--- config.mk ---
export PLATFORM = sky130hd
export DESIGN_NAME = lsu_mem_if
export DESIGN_NICKNAME = d
export VERILOG_FILES = /design/src/rtl/lsu_mem_if.sv
export SDC_FILE = /design/constraint.sdc
export NUM_CORES = 1
export LEC_CHECK = 0
export ABC_AREA = 0
export BUFFER_PORTS_ARGS = -buffer_cell sky130_fd_sc_hd__buf_4
export CORE_ASPECT_RATIO = 0.9
export CORE_MARGIN = 5
export CORE_UTILIZATION = 51
export CTS_BUF_LIST = sky130_fd_sc_hd__clkbuf_16
export DETAILED_ROUTE_END_ITERATION = 7
export GPL_ROUTABILITY_DRIVEN = 0
export PLACE_DENSITY = 0.86
export SLEW_MARGIN = 20
export SYNTH_ARGS = -nofsm -noshare
export SYNTH_HDL_FRONTEND = slang
export SYNTH_SLANG_ARGS = --single-unit
--- constraint.sdc ---
create_clock -name clk -period 3.71 [get_ports clk]
set_clock_uncertainty 0.2 [all_clocks]
set_input_delay 0.742 -clock clk [delete_from_list [all_inputs] [get_ports clk]]
set_output_delay 0.742 -clock clk [all_outputs]
set_load 0.05 [all_outputs]
--- src/rtl/lsu_mem_if.sv ---
// Load/store unit: turns one control-unit memory request into a valid/grant word-bus transaction.
// Optional bus timeout compiled in with `define LSU_TIMEOUT_EN (limit set by TIMEOUT_CYCLES).

package lsu_mem_if_pkg;
  typedef enum logic [1:0] {
    MEM_SIZE_B = 2'b00,
    MEM_SIZE_H = 2'b01,
    MEM_SIZE_W = 2'b10
  } mem_size_t;
endpackage

module lsu_mem_if
  import lsu_mem_if_pkg::*;
#(
  parameter int unsigned DATA_WIDTH     = 32,
  parameter int unsigned TIMEOUT_CYCLES = 256
) (
  input  logic                  clk,
  input  logic                  rst,
  input  logic                  req_valid,
  input  logic [DATA_WIDTH-1:0] req_addr,
  input  logic [DATA_WIDTH-1:0] req_wdata,
  input  mem_size_t             req_size,
  input  logic                  req_sign,
  input  logic                  req_we,
  output logic                  busy,
  output logic                  done,
  output logic                  err,
  output logic [DATA_WIDTH-1:0] mem_rdata,
  output logic                  bus_req,
  output logic                  bus_we,
  output logic [DATA_WIDTH-1:0] bus_addr,
  output logic [DATA_WIDTH-1:0] bus_wdata,
  output logic [3:0]            bus_wstrb,
  input  logic                  bus_gnt,
  input  logic                  bus_rvalid,
  input  logic [DATA_WIDTH-1:0] bus_rdata
);

  typedef enum logic [1:0] {
    IDLE,
    REQ,
    WAIT_R,
    DONE
  } state_t;

  state_t    state, state_next;
  logic [1:0] off_q;
  mem_size_t size_q;
  logic      sign_q;
  logic      we_q;
  logic      err_q, err_next;
  logic      capture;
  logic      misaligned;
  logic      timeout;

  logic [DATA_WIDTH-1:0] lane_wdata;
  logic [3:0]            lane_wstrb;
  logic [DATA_WIDTH-1:0] load_ext;
  logic [7:0]            rd_byte;
  logic [15:0]           rd_half;

  assign busy    = (state != IDLE);
  assign done    = (state == DONE);
  assign bus_req = (state == REQ);
  assign err     = err_q;

  // Unsupported size encodings are folded into the misaligned path.
  always_comb begin
    misaligned = 1'b0;
    case (req_size)
      MEM_SIZE_B: misaligned = 1'b0;
      MEM_SIZE_H: misaligned = req_addr[0];
      MEM_SIZE_W: misaligned = (req_addr[1:0] != 2'b00);
      default:    misaligned = 1'b1;
    endcase
  end

  always_comb begin
    lane_wdata = req_wdata;
    lane_wstrb = 4'b1111;
    case (req_size)
      MEM_SIZE_B: begin
        lane_wdata = {4{req_wdata[7:0]}};
        lane_wstrb = 4'b0001 << req_addr[1:0];
      end
      MEM_SIZE_H: begin
        lane_wdata = {2{req_wdata[15:0]}};
        lane_wstrb = 4'b0011 << req_addr[1:0];
      end
      default: begin
        lane_wdata = req_wdata;
        lane_wstrb = 4'b1111;
      end
    endcase
  end

  always_comb begin
    rd_byte  = bus_rdata[7:0];
    rd_half  = off_q[1] ? bus_rdata[31:16] : bus_rdata[15:0];
    load_ext = bus_rdata;
    case (off_q)
      2'd0:    rd_byte = bus_rdata[7:0];
      2'd1:    rd_byte = bus_rdata[15:8];
      2'd2:    rd_byte = bus_rdata[23:16];
      default: rd_byte = bus_rdata[31:24];
    endcase
    case (size_q)
      MEM_SIZE_B: load_ext = {{24{sign_q & rd_byte[7]}}, rd_byte};
      MEM_SIZE_H: load_ext = {{16{sign_q & rd_half[15]}}, rd_half};
      default:    load_ext = bus_rdata;
    endcase
  end

`ifdef LSU_TIMEOUT_EN
  logic [31:0] wait_cnt;

  // Counter sits at zero in IDLE/DONE, so it starts from zero on every REQ entry.
  always_ff @(posedge clk) begin
    if (rst) begin
      wait_cnt <= '0;
    end else if (state == REQ || state == WAIT_R) begin
      wait_cnt <= wait_cnt + 32'd1;
    end else begin
      wait_cnt <= '0;
    end
  end

  assign timeout = (state == REQ || state == WAIT_R) && (wait_cnt == TIMEOUT_CYCLES - 1);
`else
  logic unused_timeout_cfg;
  assign unused_timeout_cfg = ^TIMEOUT_CYCLES;
  assign timeout = 1'b0;
`endif

  // A grant or rvalid in the limit cycle takes priority over the timeout.
  always_comb begin
    state_next = state;
    err_next   = 1'b0;
    capture    = 1'b0;
    case (state)
      IDLE: begin
        if (req_valid) begin
          state_next = misaligned ? DONE : REQ;
          err_next   = misaligned;
        end
      end
      REQ: begin
        if (bus_gnt) begin
          if (we_q) begin
            state_next = DONE;
          end else if (bus_rvalid) begin
            state_next = DONE;
            capture    = 1'b1;
          end else begin
            state_next = WAIT_R;
          end
        end else if (timeout) begin
          state_next = DONE;
          err_next   = 1'b1;
        end
      end
      WAIT_R: begin
        if (bus_rvalid) begin
          state_next = DONE;
          capture    = 1'b1;
        end else if (timeout) begin
          state_next = DONE;
          err_next   = 1'b1;
        end
      end
      default: begin
        state_next = IDLE;
      end
    endcase
  end

  always_ff @(posedge clk) begin
    if (rst) begin
      state     <= IDLE;
      err_q     <= 1'b0;
      off_q     <= '0;
      size_q    <= MEM_SIZE_B;
      sign_q    <= 1'b0;
      we_q      <= 1'b0;
      bus_we    <= 1'b0;
      bus_addr  <= '0;
      bus_wdata <= '0;
      bus_wstrb <= '0;
      mem_rdata <= '0;
    end else begin
      state <= state_next;
      err_q <= err_next;
      if (state == IDLE && req_valid) begin
        off_q  <= req_addr[1:0];
        size_q <= req_size;
        sign_q <= req_sign;
        we_q   <= req_we;
      end
      if (state == IDLE && state_next == REQ) begin
        bus_we    <= req_we;
        bus_addr  <= {req_addr[DATA_WIDTH-1:2], 2'b00};
        bus_wdata <= lane_wdata;
        bus_wstrb <= lane_wstrb;
      end else if (state_next != REQ) begin
        bus_we    <= 1'b0;
        bus_addr  <= '0;
        bus_wdata <= '0;
        bus_wstrb <= '0;
      end
      if (capture) begin
        mem_rdata <= load_ext;
      end
    end
  end

endmodule

Yosys cells after proc, flatten, opt, wreduce, memory -nomap -nowiden
Index checks and enable logic that the tools add are counted.
{"block": "totals", "reg_bits": 108, "input_bits": 105, "out_inout_bits": 105}
{"block": "op_classes", "mux": 25, "bitwise_logic": 4, "n_eq_ne": 10, "reduce_logical": 10, "n_shift": 2}
{"operator": "two-way mux 32 bit", "count": 4}
{"operator": "one-hot mux 32 bit (2 select lines)", "count": 2}
{"operator": "one-hot mux 8 bit (3 select lines)", "count": 1}
{"operator": "two-way mux 16 bit", "count": 1}
{"operator": "equality test 2 x 1 -> 1 bit (second input constant)", "count": 5}
{"operator": "equality test 2 bit (second input constant)", "count": 4}
{"operator": "logical NOT 2 bit", "count": 4}
{"operator": "two-way mux 2 bit", "count": 4}
{"operator": "two-way mux 4 bit", "count": 2}
{"operator": "one-hot mux 4 bit (2 select lines)", "count": 1}
{"operator": "two-way mux 1 bit", "count": 7}
{"operator": "one-hot mux 2 bit (3 select lines)", "count": 1}
{"operator": "nonzero test 2 bit", "count": 3}
{"operator": "left shift 1 x 2 -> 4 bit (first input constant)", "count": 1}
{"operator": "left shift 2 x 2 -> 4 bit (first input constant)", "count": 1}
{"operator": "one-hot mux 1 bit (3 select lines)", "count": 1}
{"operator": "OR reduction 3 bit", "count": 1}
{"operator": "AND 1 bit", "count": 2}
{"operator": "logical AND 1 bit", "count": 2}
{"operator": "!= test 2 x 1 -> 1 bit (second input constant)", "count": 1}
{"operator": "inverter 1 bit", "count": 2}
{"operator": "one-hot mux 1 bit (2 select lines)", "count": 1}

Logic depth before layout (Yosys ltp)
{"block": "logic_depth", "ltp_word": 8, "depth_mapped": 9, "depth_no_buf": 6}

Worst setup path after synthesis
Ideal clock, no wire load.
{"block": "synth_path", "path_type": "flip-flop to flip-flop", "startpoint": "reg state[1]", "endpoint": "reg bus_wdata[14]", "required_time_ns": 3.442, "slack_ns": 1.199, "arrival_ns": 2.243, "setup_ns": 0.068, "path_stages_with_launch": 9, "path_cell_list": "dfxtp_1 -> inv_1 -> ha_1 -> o21a_1 -> a311o_1 -> or4_1 -> buf_2 -> buf_6 -> o2bb2ai_2"}
{"block": "synth_via", "elab_chain_len": 5, "word_cells_on_any_way": 12, "classes_between": "4 x eq/ne; 5 x mux; 3 x reduce/logical"}
{"element": "start: declaration", "line_no": "47", "rtl": "state_t state, state_next;"}
{"element": "start signal: assignment", "line_no": "192", "rtl": "state <= state_next;"}
{"element": "equality test 2 x 1 -> 1 bit (*)"}
{"element": "named net bus_req", "line_no": "30", "rtl": "output logic bus_req,"}
{"element": "one-hot mux 2 bit (3 select lines) (*)", "line_no": "141", "rtl": "case (state)"}
{"element": "equality test 2 x 1 -> 1 bit", "line_no": "200", "rtl": "if (state == IDLE && state_next == REQ) begin"}
{"element": "logical AND 1 bit", "line_no": "200"}
{"element": "two-way mux 32 bit or nonzero test 2 bit (tied branches)"}
{"element": "end signal: assignment", "line_no": "203", "rtl": "bus_wdata <= lane_wdata;"}
{"element": "end: declaration", "line_no": "33", "rtl": "output logic [DATA_WIDTH-1:0] bus_wdata,"}
Mark *: on every way through the listed nets, which the timed path passes. The rest lies on a longest branch.
A chain may end at the register's enable or synchronous reset.

Worst setup path after layout
{"block": "layout_path", "startpoint": "reg state[1]", "endpoint": "reg bus_wdata[10]"}
{"block": "layout_via", "elab_chain_len": 5, "word_cells_on_any_way": 12, "classes_between": "4 x eq/ne; 5 x mux; 3 x reduce/logical"}
{"element": "equality test 2 bit, or another cell as far along", "line_no": "141"}
{"element": "one-hot mux 2 bit (3 select lines)", "line_no": "141"}
{"element": "equality test 2 x 1 -> 1 bit", "line_no": "200"}
{"element": "logical AND 1 bit", "line_no": "200"}
{"element": "two-way mux 32 bit or nonzero test 2 bit (tied branches)"}
Several ways; a longest one is shown, not always the timed one.

==> out/metrics.cfg <==
[status]
outcome = complete, no violations

[setup_path]
crit_required_ns = 3.72
cp_cell_sequence = inv_1 -> ha_1 -> nand2_1 -> nor3_1 -> or4_1 -> o2bb2ai_1
cp_num_buf_inv = 1
start_kind = register
slowest_delay_ns = 0.73
end_kind = register
worstPathMaxFanout = 17
cp_top_family = simple AND/OR/NAND/NOR gates
reg2reg_slack_ns = 0.88
r2r-end = bus_wdata[10]$_SDFFE_PP0P_
reg2reg_depth = 6
cp.arrival_ns = 2.83
path_class = register to register
regToRegStartpoint = state[1]$_SDFF_PP0_
critPathSlowestCell = or4_1

[clocking]
clockRootBuffer = clkbuf_16
clk_latency_ns = 0.34
hold_buffers = 0
cts_buffer_depth = 2
cts_resized = 0
cts.htree.levels = 3
cts_buffers = 9
cts_tree = built
clk_pin_slew_ns = 0.07
cts.sinks = 108
cts_setup_buffers = 0

[sta]
hold_viol = 0
maxSlewHeadroom_pct = 29.9
tightest_slew_ns = 1.05
post-route-min-period_ns = 2.83
rsz0062_at_grt = false
finalSetupViolCount = 0
holdWs_ns = 0.275
setup_tns_ns = 0
post-route-period-util_pct = 76.2
final_max_slew_viol_count = 0
fmax_mhz = 354
timing.final.ws_setup_ns = 0.884

[pwr]
powerDensity_nw_per_um2 = 754
p_total_mw = 4.98
p_leak_nw = 2.90
peakVddDrop_v = 0.000511

[placement]
port_buffers = 207
placed_cell_area_um2 = 6260
dpl_worst_slack_ns = 0.770
hpwl_mm = 10.5
dp_cells = 756

[worst_hold_path]
hp-start = bus_wdata[9]$_SDFFE_PP0P_
hold_path_class = register to register
whs_endpoint = bus_wdata[9]$_SDFFE_PP0P_
hold_depth = 1

[routing]
drt_pass1_iterations = 5
wirelength_mm = 14.1
route.detailed.drc = 0
drt_iter0_drc = 221
wl_per_cell_um = 18.3
viasPerCell = 5.70
vias = 4398
antenna_left = 0

[run]
drv_cap = 0

[logic_synthesis]
yosysTopAreaCell = dfxtp_1
synth_cell_types = 46
ys_ff_latch = 108
netlist_instances = 462
yosysSeqAreaShare_pct = 46.3
synth_top_area_share_pct = 46.3
synth-edff-count = 0
yosys_warnings = 0
ys.flop_type = dfxtp_1
ys_async_sr_fraction_pct = 0
synth.area.top_cells = dfxtp_1, a22o_1, mux2i_1
syn_area_um2 = 4670
syn_avg_cell_area_um2 = 10.1

[die]
placement_rows = 33
core-area_um2 = 9040
die_h_um = 101
pin_count = 210
die-area_um2 = 11200
die_w_um = 111
initial_utilization_pct = 51.7

[grt]
grt_pass1_wl_mm = 22.5
gr-total-overflow = 0
antenna_found_initial = 0
grt_pass1_vias = 4463
grt_usage_pct = 24.5
grt_max_degree = 65

[layout]
fillCellCount = 631
num-nets-final = 754
final_cells = 771
area_growth_syn_to_layout_pct = 41.2
fin_util_pct = 73.0
design_area_um2 = 6600
drive_gt1_share_pct = 37.3
num_antenna_cells = 0

## worst reg2reg max path, delay by kind of cell, from the launching register on
family / cells / cell delay, ns
compound gates: 1 / 0.13
fa+ha+maj: 1 / 0.42
buf+inv: 1 / 0.10
simple gates: 3 / 1.49
flops: 1 / 0.36
## cell families (layout without fill, tap and decap cells)
family	Yosys count	after routing	synth area share [%]
adder cells (fa/ha/maj)	4	4	1.07
other	1	2	0.0802
AO/OA/AOI/OAI	159	159	27.0
buffers and inverters	47	233	4.50
flip-flops	108	108	46.3
multiplexers	49	49	10.5
AND/OR/NAND/NOR	94	94	10.7
## final cells by class
type | instances | area [um2] | area share [%]
clock buffer | 9 | 225 | 3.41
tap | 122 | 153 | 2.31
clock inverter | 6 | 119 | 1.80
sequential | 108 | 2160 | 32.8
inverter | 7 | 26.3 | 0.398
multi-input combinational | 308 | 2320 | 35.1
timing repair buffer | 211 | 1600 | 24.2
## cells in the final DEF, fill, tap and decap left out, types with 10 or more instances in the layout
cell / instances
a211oi_1: 11
a21oi_1: 10
a22o_1: 58
and2_1: 16
buf_4: 210
dfxtp_1: 108
mux2i_1: 49
nand2_1: 26
nor2_1: 15
o21ai_0: 33
o2bb2ai_2: 10
## power breakdown
group / total [mW] / internal, mW / switching [mW] / leakage [nW]
clock: 1.10 / 0.665 / 0.438 / 0.168
combinational: 2.26 / 0.741 / 1.52 / 1.85
sequential: 1.62 / 1.41 / 0.205 / 0.876
total: 4.98 / 2.82 / 2.16 / 2.90
## cells in the mapped netlist, types with 7 or more instances
master,instances
dfxtp_1,108
a22o_1,58
mux2i_1,49
o21ai_0,33
nand2_1,26
clkbuf_1,20
and2_1,16
buf_2,15
nor2_1,15
a211oi_1,11
a21oi_1,10
o2bb2ai_2,10
a22oi_1,9
nand3b_1,7
o2bb2ai_1,7
## worst max path at each step
stage | startpoint | endpoint | slack (ns) | cells past startpoint
after global routing | state[0]$_SDFF_PP0_ | bus_wdata[10]$_SDFFE_PP0P_ | 0.63 | 6
after floorplan | state[1]$_SDFF_PP0_ | bus_wdata[14]$_SDFFE_PP0P_ | 1.20 | 8
final | state[1]$_SDFF_PP0_ | bus_wdata[10]$_SDFFE_PP0P_ | 0.88 | 6
after global placement | bus_gnt | bus_wdata[13]$_SDFFE_PP0P_ | 0.86 | 5
after detailed placement | bus_gnt | bus_wdata[11]$_SDFFE_PP0P_ | 0.77 | 5
after CTS | state[0]$_SDFF_PP0_ | bus_wdata[11]$_SDFFE_PP0P_ | 0.89 | 6
## flip-flops by register name, indices dropped and copies added (netlist names)
register / cells
bus_addr: 30
bus_wdata: 32
bus_we: 1
bus_wstrb: 4
err: 1
mem_rdata: 32
off_q: 2
sign_q: 1
size_q: 2
state: 2
we_q: 1
## per-layer routing
layer	GRT usage (%)	part of all wire (%)	vias up
li1	-	-	2079
met1	28.9	41	2123
met2	42.5	49	172
met3	8.16	7.6	24
met4	8.05	2.4	0
met5	0	0	-
Note: power is estimated with default switching activity, not from simulation.
